===== config.mk =====
export PLATFORM = sky130hd
export DESIGN_NAME = uart_rx_param
export DESIGN_NICKNAME = d
export VERILOG_FILES = /design/src/rtl/uart_rx_param.sv
export SDC_FILE = /design/constraint.sdc
export NUM_CORES = 1
export LEC_CHECK = 0
export ABC_AREA = 1
export CORE_MARGIN = 8
export CORE_UTILIZATION = 40
export CTS_CLUSTER_DIAMETER = 40
export DETAILED_ROUTE_END_ITERATION = 8
export HOLD_SLACK_MARGIN = 0.1
export SYNTH_ARGS = -nofsm -noshare
export SYNTH_HDL_FRONTEND = slang
export SYNTH_SLANG_ARGS = --single-unit

===== constraint.sdc =====
create_clock -name clk210_p -period 2.6 [get_ports clk210_p]
set_input_delay 0.52 -clock clk210_p [delete_from_list [all_inputs] [get_ports clk210_p]]
set_output_delay 0.52 -clock clk210_p [all_outputs]
set_load 0.05 [all_outputs]

===== src/rtl/uart_rx_param.sv =====
// Purpose: parametrised UART receiver (data width, parity, stop bits, oversampling) with FWFT word FIFO.
// Latency: rx_p to rx_s 2 cycles; word visible on fifo_dout_p 1 cycle after the WRITE state.
// Backpressure: none on the line; a good word arriving at a full FIFO is dropped with an overrun pulse.
module uart_rx_param #(
    parameter int DATA_BITS   = 8,
    parameter int PARITY_MODE = 0,
    parameter int STOP_BITS   = 1,
    parameter int OVERSAMPLE  = 16,
    parameter int FIFO_DEPTH  = 32,
    localparam int AW         = $clog2(FIFO_DEPTH)
) (
    input  logic                 clk210_p,
    input  logic                 reset_p,
    input  logic                 rx_p,
    input  logic                 baud_tick_p,
    input  logic                 fifo_rd_en_p,
    output logic [DATA_BITS-1:0] fifo_dout_p,
    output logic                 fifo_empty_p,
    output logic                 fifo_full_p,
    output logic [AW:0]          fifo_count_p,
    output logic                 frame_err_p,
    output logic                 parity_err_p,
    output logic                 overrun_err_p,
    output logic                 break_p,
    output logic                 rx_busy_p
);

    localparam int TW = $clog2(OVERSAMPLE);
    localparam int BW = $clog2(DATA_BITS);
    localparam logic [TW-1:0] T_MID  = TW'(OVERSAMPLE / 2 - 1);
    localparam logic [TW-1:0] T_END  = TW'(OVERSAMPLE - 1);
    localparam logic [BW-1:0] B_LAST = BW'(DATA_BITS - 1);
    localparam logic          S_LAST = 1'(STOP_BITS - 1);
    localparam logic [AW:0]   CNT_FULL = (AW + 1)'(FIFO_DEPTH);

    typedef enum logic [2:0] {
        IDLE      = 3'd0,
        START     = 3'd1,
        DATA      = 3'd2,
        PARITY    = 3'd3,
        STOP      = 3'd4,
        WRITE     = 3'd5,
        WAIT_HIGH = 3'd6
    } state_t;

    state_t                state_q, state_d;
    logic                  rx_meta_q, rx_s_q;
    logic [TW-1:0]         tick_q, tick_d;
    logic [BW-1:0]         bit_q, bit_d;
    logic [DATA_BITS-1:0]  shift_q, shift_d;
    logic                  par_bit_q, par_bit_d;
    logic                  par_err_q, par_err_d;
    logic                  stop_q, stop_d;
    logic                  fe_q, fe_d, pe_q, pe_d, ov_q, ov_d, brk_q, brk_d;
    logic                  wr_en;

    logic [DATA_BITS-1:0]  mem_q [FIFO_DEPTH];
    logic [AW-1:0]         wr_ptr_q, rd_ptr_q;
    logic [AW:0]           count_q, count_d;
    logic                  rd_fire;

    // Two-flop synchronizer for the asynchronous line; idles high out of reset.
    always_ff @(posedge clk210_p) begin
        if (reset_p) begin
            rx_meta_q <= 1'b1;
            rx_s_q    <= 1'b1;
        end else begin
            rx_meta_q <= rx_p;
            rx_s_q    <= rx_meta_q;
        end
    end

    // Frame FSM next state: tick counter restarts on every sample/state change.
    always_comb begin
        state_d   = state_q;
        tick_d    = tick_q;
        bit_d     = bit_q;
        shift_d   = shift_q;
        par_bit_d = par_bit_q;
        par_err_d = par_err_q;
        stop_d    = stop_q;
        fe_d      = 1'b0;
        pe_d      = 1'b0;
        ov_d      = 1'b0;
        brk_d     = 1'b0;
        wr_en     = 1'b0;
        case (state_q)
            IDLE: begin
                tick_d    = '0;
                par_bit_d = 1'b0;
                par_err_d = 1'b0;
                if (!rx_s_q) state_d = START;
            end
            START: begin
                if (baud_tick_p) begin
                    if (tick_q == T_MID) begin
                        tick_d = '0;
                        bit_d  = '0;
                        // A high line at mid-start is a glitch, not a frame.
                        state_d = rx_s_q ? IDLE : DATA;
                    end else begin
                        tick_d = tick_q + 1'b1;
                    end
                end
            end
            DATA: begin
                if (baud_tick_p) begin
                    if (tick_q == T_END) begin
                        tick_d  = '0;
                        shift_d = {rx_s_q, shift_q[DATA_BITS-1:1]};
                        if (bit_q == B_LAST) begin
                            stop_d  = 1'b0;
                            state_d = (PARITY_MODE != 0) ? PARITY : STOP;
                        end else begin
                            bit_d = bit_q + 1'b1;
                        end
                    end else begin
                        tick_d = tick_q + 1'b1;
                    end
                end
            end
            PARITY: begin
                if (baud_tick_p) begin
                    if (tick_q == T_END) begin
                        tick_d    = '0;
                        par_bit_d = rx_s_q;
                        par_err_d = (PARITY_MODE == 1) ? ~(^shift_q ^ rx_s_q) : (^shift_q ^ rx_s_q);
                        stop_d    = 1'b0;
                        state_d   = STOP;
                    end else begin
                        tick_d = tick_q + 1'b1;
                    end
                end
            end
            STOP: begin
                if (baud_tick_p) begin
                    if (tick_q == T_END) begin
                        tick_d = '0;
                        if (!rx_s_q) begin
                            // All-zero frame with a low stop is a break, not a framing error.
                            if ((shift_q == '0) && !par_bit_q) begin
                                brk_d = 1'b1;
                            end else begin
                                fe_d = 1'b1;
                                pe_d = par_err_q;
                            end
                            state_d = WAIT_HIGH;
                        end else if (stop_q == S_LAST) begin
                            if (par_err_q) begin
                                pe_d    = 1'b1;
                                state_d = IDLE;
                            end else begin
                                state_d = WRITE;
                            end
                        end else begin
                            stop_d = 1'b1;
                        end
                    end else begin
                        tick_d = tick_q + 1'b1;
                    end
                end
            end
            WRITE: begin
                state_d = IDLE;
                // A same-cycle pop frees a slot, so a full FIFO can still accept.
                if (!fifo_full_p || fifo_rd_en_p) wr_en = 1'b1;
                else                              ov_d  = 1'b1;
            end
            WAIT_HIGH: begin
                tick_d = '0;
                if (rx_s_q) state_d = IDLE;
            end
            default: state_d = IDLE;
        endcase
    end

    // Frame FSM state and registered one-cycle status pulses.
    always_ff @(posedge clk210_p) begin
        if (reset_p) begin
            state_q   <= IDLE;
            tick_q    <= '0;
            bit_q     <= '0;
            shift_q   <= '0;
            par_bit_q <= 1'b0;
            par_err_q <= 1'b0;
            stop_q    <= 1'b0;
            fe_q      <= 1'b0;
            pe_q      <= 1'b0;
            ov_q      <= 1'b0;
            brk_q     <= 1'b0;
        end else begin
            state_q   <= state_d;
            tick_q    <= tick_d;
            bit_q     <= bit_d;
            shift_q   <= shift_d;
            par_bit_q <= par_bit_d;
            par_err_q <= par_err_d;
            stop_q    <= stop_d;
            fe_q      <= fe_d;
            pe_q      <= pe_d;
            ov_q      <= ov_d;
            brk_q     <= brk_d;
        end
    end

    assign rd_fire = fifo_rd_en_p && !fifo_empty_p;

    // Occupancy next value; simultaneous push and pop leave it unchanged.
    always_comb begin
        count_d = count_q;
        case ({wr_en, rd_fire})
            2'b10:   count_d = count_q + 1'b1;
            2'b01:   count_d = count_q - 1'b1;
            default: count_d = count_q;
        endcase
    end

    // FIFO pointers and count; pointers wrap naturally at FIFO_DEPTH.
    always_ff @(posedge clk210_p) begin
        if (reset_p) begin
            wr_ptr_q <= '0;
            rd_ptr_q <= '0;
            count_q  <= '0;
        end else begin
            if (wr_en)   wr_ptr_q <= wr_ptr_q + 1'b1;
            if (rd_fire) rd_ptr_q <= rd_ptr_q + 1'b1;
            count_q <= count_d;
        end
    end

    // FIFO storage; contents need no reset because the count gates visibility.
    always_ff @(posedge clk210_p) begin
        if (wr_en) mem_q[wr_ptr_q] <= shift_q;
    end

    assign fifo_empty_p  = (count_q == '0);
    assign fifo_full_p   = (count_q == CNT_FULL);
    assign fifo_count_p  = count_q;
    assign fifo_dout_p   = fifo_empty_p ? '0 : mem_q[rd_ptr_q];
    assign frame_err_p   = fe_q;
    assign parity_err_p  = pe_q;
    assign overrun_err_p = ov_q;
    assign break_p       = brk_q;
    assign rx_busy_p     = (state_q != IDLE);

endmodule


Word-level counts from Yosys, hierarchy flattened
Memories as Yosys holds them, arrays and structs flattened. A register that Yosys moved wholly into a read port is not among the register bits.
Cells that the tools add are included.
- flip-flop bits (word level): 43
- memory bits (writable): 256
- word-level logic and storage cells: 140
- memories: 1
- add/subtract/negate cells: 6
- eq/ne operators: 27
- mux-type cells: 58
- bitwise gates (word level): 5
- reductions and logical operators: 27
- memory list (name ; words ; bits a word ; read ports ; clocked after memory_dff ; wr ports ; line ; RTL):
    mem_q ; 32 ; 8 ; 1 ; 1 ; 1 ; 57 ; logic [DATA_BITS-1:0] mem_q [FIFO_DEPTH];
- operators with widths (operator ; number):
    3-bit 2-to-1 mux ; 19
    2-bit inequality test (second input constant) ; 13
    1-bit 2-to-1 mux ; 24
    3-bit case mux with 6 select lines ; 1
    4-bit 2-to-1 mux ; 4
    3-bit equality test (second input constant) ; 4
    4-bit case mux with 3 select lines ; 1
    6-bit case mux with 2 select lines ; 1
    12-bit AND reduction ; 1
    5-bit by 1-bit adder with 5-bit output (second input constant) ; 2
    5-bit 2-to-1 mux ; 2
    3-bit AND reduction ; 3
    9-bit AND reduction ; 1
    3-bit nonzero test ; 3
    8-bit logical NOT ; 1
    8-bit 2-to-1 mux ; 1
    8-bit XOR reduction ; 1
    6-bit by 1-bit adder with 6-bit output (second input constant) ; 1
    3-bit by 2-bit equality test with 1-bit output (second input constant) ; 2
    6-bit equality test (second input constant) ; 1
    6-bit logical NOT ; 1
    3-bit case mux with 2 select lines ; 1
    6-bit AND reduction ; 1
    2-bit nonzero test ; 3
    other kinds (23) ; 31

Longest topological paths before layout
- word-level depth: 7
- depth in mapped cells: 20
- depth with buffers taken out: 19

Worst setup path after synthesis
Ideal clock, no wire load.
- path type: reg2reg
- start: reg count_q[3], in the netlist fifo_count_p[3]
- end: reg count_q[4], in the netlist fifo_count_p[4]
- library setup time: 109 ps
- arrival time: 2587 ps
- required time: 2491 ps
- setup slack: -96 ps
- stages on the path, launching flop included: 20
- path through: dfxtp_1 > inv_1 > nand4_1 > nor2_1 > nand3b_1 > nand2_2 > ha_1 > buf_2 > inv_1 > nand2_1 > nand2_1 > inv_1 > ha_1 > o21bai_1 > nand2_1 > nand2_1 > nand2_1 > nand3_1 > nand2_1 > inv_1
- longest elaborated chain between the ends: 7
- elaborated cells between the ends (all ways): 14
- RTL lines (element ; line ; RTL):
    start, declared ; 59 ; logic [AW:0] count_q, count_d;
    start signal, assigned ; 227 ; count_q <= count_d;
    6-bit equality test ; 237 ; assign fifo_full_p = (count_q == CNT_FULL);
    1-bit logical NOT ; 166 ; if (!fifo_full_p || fifo_rd_en_p) wr_en = 1'b1;
    1-bit logical OR ; 166 ;
    1-bit 2-to-1 mux ; 166 ;
    1-bit 2-to-1 mux ; 87 ; case (state_q)
    2-bit by 1-bit equality test with 1-bit output or 2-bit equality test (tied branches) ; 211 ; case ({wr_en, rd_fire})
    6-bit case mux with 2 select lines or 2-bit nonzero test (tied branches) ; n/a ;
Several ways; a longest one is shown, not always the timed one.
A chain may end at the register's enable or synchronous reset.

==> impl_metrics.ini <==
[layout]
n_antenna_cell = 0
multi_input_area_um2 = 4020
syn_to_final_growth_pct = 22.3
drive_above_1_share_pct = 17.3
fillers = 2895
nNetsFinal = 1362
ff_latch_area_um2 = 8640
instances_no_fill = 1781

[logic_synthesis]
synth_area_leaders = edfxtp_1 (59%), nand2_1 (11%), nand3_1 (8.8%)
yosysUniqueCellTypes = 36
avgSynthCellArea_um2 = 10.3
synthArstFlopShare_pct = 0
synth_area_um2 = 13000
yosysMostFrequentCell = nand2_1
syn-num-nets = 1277
synth_top_area_cell = edfxtp_1
synth_warnings = 0
ys_top_cells_by_count = nand2_1 (397), edfxtp_1 (256), nand3_1 (227)
syn_inst = 1257
yosysTopAreaCellShare_pct = 59.2
yosysSeqAreaShare_pct = 66.5
synth_edf_count = 256
synth_top_flop_cell = edfxtp_1
ys_ff_latch = 303

[sta]
layout_setup_ws_ps = -138
relSlewSlack_pct = 65.8
final_max_slew_viol_count = 0
fmax_mhz = 365
rsz0062_at_grt = true
finalClockSkew_ps = 12.1
hold_ws_ps = 413
fin_crit_sh_pct = 105
setup_viol = 8
period_needed_ps = 2740
finalHoldViolCount = 0
worst_pin_slew_ps = 511

[route]
remaining_drc_errors = 0
drtAntennaViolNets = 0
drt-pass1-iter-count = 7
num_vias = 9245
drt_iter0_drc = 688
wl_per_cell_um = 18.2
routed_via_density = 5.19
drt_wl_total_um = 32400

[critical_path]
crit_end = fifo_dout_p[1]
r2r_end = fifo_count_p[4]$_SDFFE_PP0P_
setup.worst_path.end_class = output port
cp.arrival_ps = 2220
rrSetupSlack_ps = 260
worst_setup_path_start_kind = flip-flop
criticalPathCategory = flip-flop to output port
reg2reg_depth = 16
cp.required_ps = 2080
path_max_fanout = 21
r2r_start = state_q[2]$_SDFFE_PP0P_

[power_and_ir_drop]
p_per_area_nw_per_um2 = 994
p_leak_nw = 6.24
p_sw_share_pct = 34.4
pwr-share-seq_pct = 34.9
vdd_drop_max_v = 0.000719
clkPwrFrac_pct = 34.3
p_comb_share_pct = 30.8
p_int_mw = 10.4
power_mw = 15.8
power_switching_mw = 5.43

[floorplanning]
die_area_um2 = 38500
fp.dieH_um = 196
coreArea_um2 = 32200
die_w_um = 196
ios = 26
initial_utilization_pct = 40.3
rows = 66

[cts]
cts_inserted_buffers = 40
cts-root-buf = clkbuf_16
cts_tree = done
clk_path_buf_depth = 3
hold_buffers = 0
insertion_delay_ps = 520
cts.clk_slew.worst_paths_ps = 60
h-tree-depth = 2
clkSinkCount = 303

[placement]
dp_hpwl_um = 18700
gp_congestion = 0.816
place_worst_setup_slack_ps = 20.3
place_inst = 1698
io_buffers = 25

[global_route]
grt_pass1_wl_um = 49600
grt_pass1_vias = 8796
grt_max_degree = 49
grt_antenna_before_repair = 1
gr-usage-all-layers_pct = 16.4
overflow = 0

[job]
drv_cap = 0

[outcome]
violations = setup timing
status = finished with violations

[min_path]
hold_path.class = flip-flop to flip-flop
[flip-flops by register name (all words and copies together) (netlist names), named ones only]
name,count
mem_q,256
shift_q,8
fifo_count_p,6
rd_ptr_q,5
wr_ptr_q,5
tick_q,4
bit_q,3
state_q,3
break_p,1
frame_err_p,1
overrun_err_p,1
par_bit_q,1
par_err_q,1
parity_err_p,1
rx_meta_q,1
rx_s_q,1
[critical path, stage by stage (launching register included)]
cell	delay (ps)
dfxtp_4	460
clkinv_8	150
buf_16	190
nand2_1	60
nand3_1	70
nand3_1	130
nand2_1	90
nand2_1	70
nand2_1	70
nor2_1	150
nor2_2	80
buf_6	150
[logic make-up after synthesis]
| kind of cell | Yosys count | share of synthesized area, % |
|---|---|---|
| compound gates | 68 | 2.75 |
| xor+xnor | 12 | 0.810 |
| fa+ha+maj | 15 | 1.45 |
| buf+inv | 122 | 3.98 |
| flops | 303 | 66.5 |
| simple gates | 737 | 24.5 |
[cell usage in the layout (no fill, tap or decap), types with 5 or more instances in the layout]
cell             netlist  layout
nand2_1              397     386
edfxtp_1             256     256
nand3_1              227     208
nor2_1                84      72
buf_4                  1      60
inv_1                 54      53
clkbuf_16              0      43
dfxtp_1               47      41
a21oi_1               34      30
nand3_2                1      20
o21ai_0               20      20
nand2_2                5      15
ha_1                  15      15
clkdlybuf4s50_1        0      14
nor2_2                 2      12
clkinv_2               0       9
buf_6                  1       9
buf_12                 0       9
o21ai_1                8       8
a21oi_2                2       6
nand2_4                5       6
xor2_1                 6       6
xnor2_1                6       6
buf_16                 0       6
inv_2                  6       5
nor2_4                 3       5
inv_6                  0       5
[power groups by stage]
| stage | Clock, mW | Sequential [mW] | Combinational [mW] |
|---|---|---|---|
| 6_report | 5.41 | 5.51 | 4.86 |
| 5_1_grt | 5.70 | 5.53 | 5.29 |
| 4_1_cts | 5.51 | 5.51 | 4.69 |
| 3_5_place_dp | 0 | 5.59 | 4.23 |
| 3_3_place_gp | 0 | 5.59 | 4.20 |
| 2_1_floorplan | 0 | 5.65 | 2.84 |
[routing by layer]
layer	part of all wire (%)	up-vias	GRT usage [%]
met5	0	-	0
met4	2.6	0	5.47
met3	7.1	59	3.12
met2	46	287	26.4
met1	44	4434	22.2
li1	-	4465	-
[through the flow]
step           area, um2  util, %  setup TNS, ps
6_report           15900     49.3           -896
5_1_grt            15900     49.3          -1760
4_1_cts            15700     48.7           -917
3_5_place_dp       14100     43.7              0
3_3_place_gp       14100     43.7              0
2_1_floorplan      13000        -              0
[how the worst min path moves through the flow]
stage / endpoint / startpoint / depth (start not counted)
global route: rx_s_q$_SDFF_PP1_ / rx_meta_q$_SDFF_PP1_ / 1
CTS: rx_s_q$_SDFF_PP1_ / rx_meta_q$_SDFF_PP1_ / 1
detailed placement: rx_s_q$_SDFF_PP1_ / rx_meta_q$_SDFF_PP1_ / 1
floorplan: rx_s_q$_SDFF_PP1_ / rx_meta_q$_SDFF_PP1_ / 1
global placement: rx_s_q$_SDFF_PP1_ / rx_meta_q$_SDFF_PP1_ / 1
finish: rx_s_q$_SDFF_PP1_ / rx_meta_q$_SDFF_PP1_ / 1
[timing repair]
action / 4_1_cts / 5_1_grt
pin swaps: 2 / 8
setup endpoints to repair: 10 / 8
cloned: 4 / 4
setup buffers: 2 / 1
resized for setup: 50 / 26
[cell type report]
cell class | count | share of cell area (%)
well taps | 408 | 3.22
flip-flops and latches | 303 | 54.4
repair buffers | 104 | 7.15
multi-input cells | 832 | 25.3
clock inverters | 28 | 1.80
clock buffers | 45 | 6.56
inverters | 61 | 1.55
(Power assumes the default switching activity.)
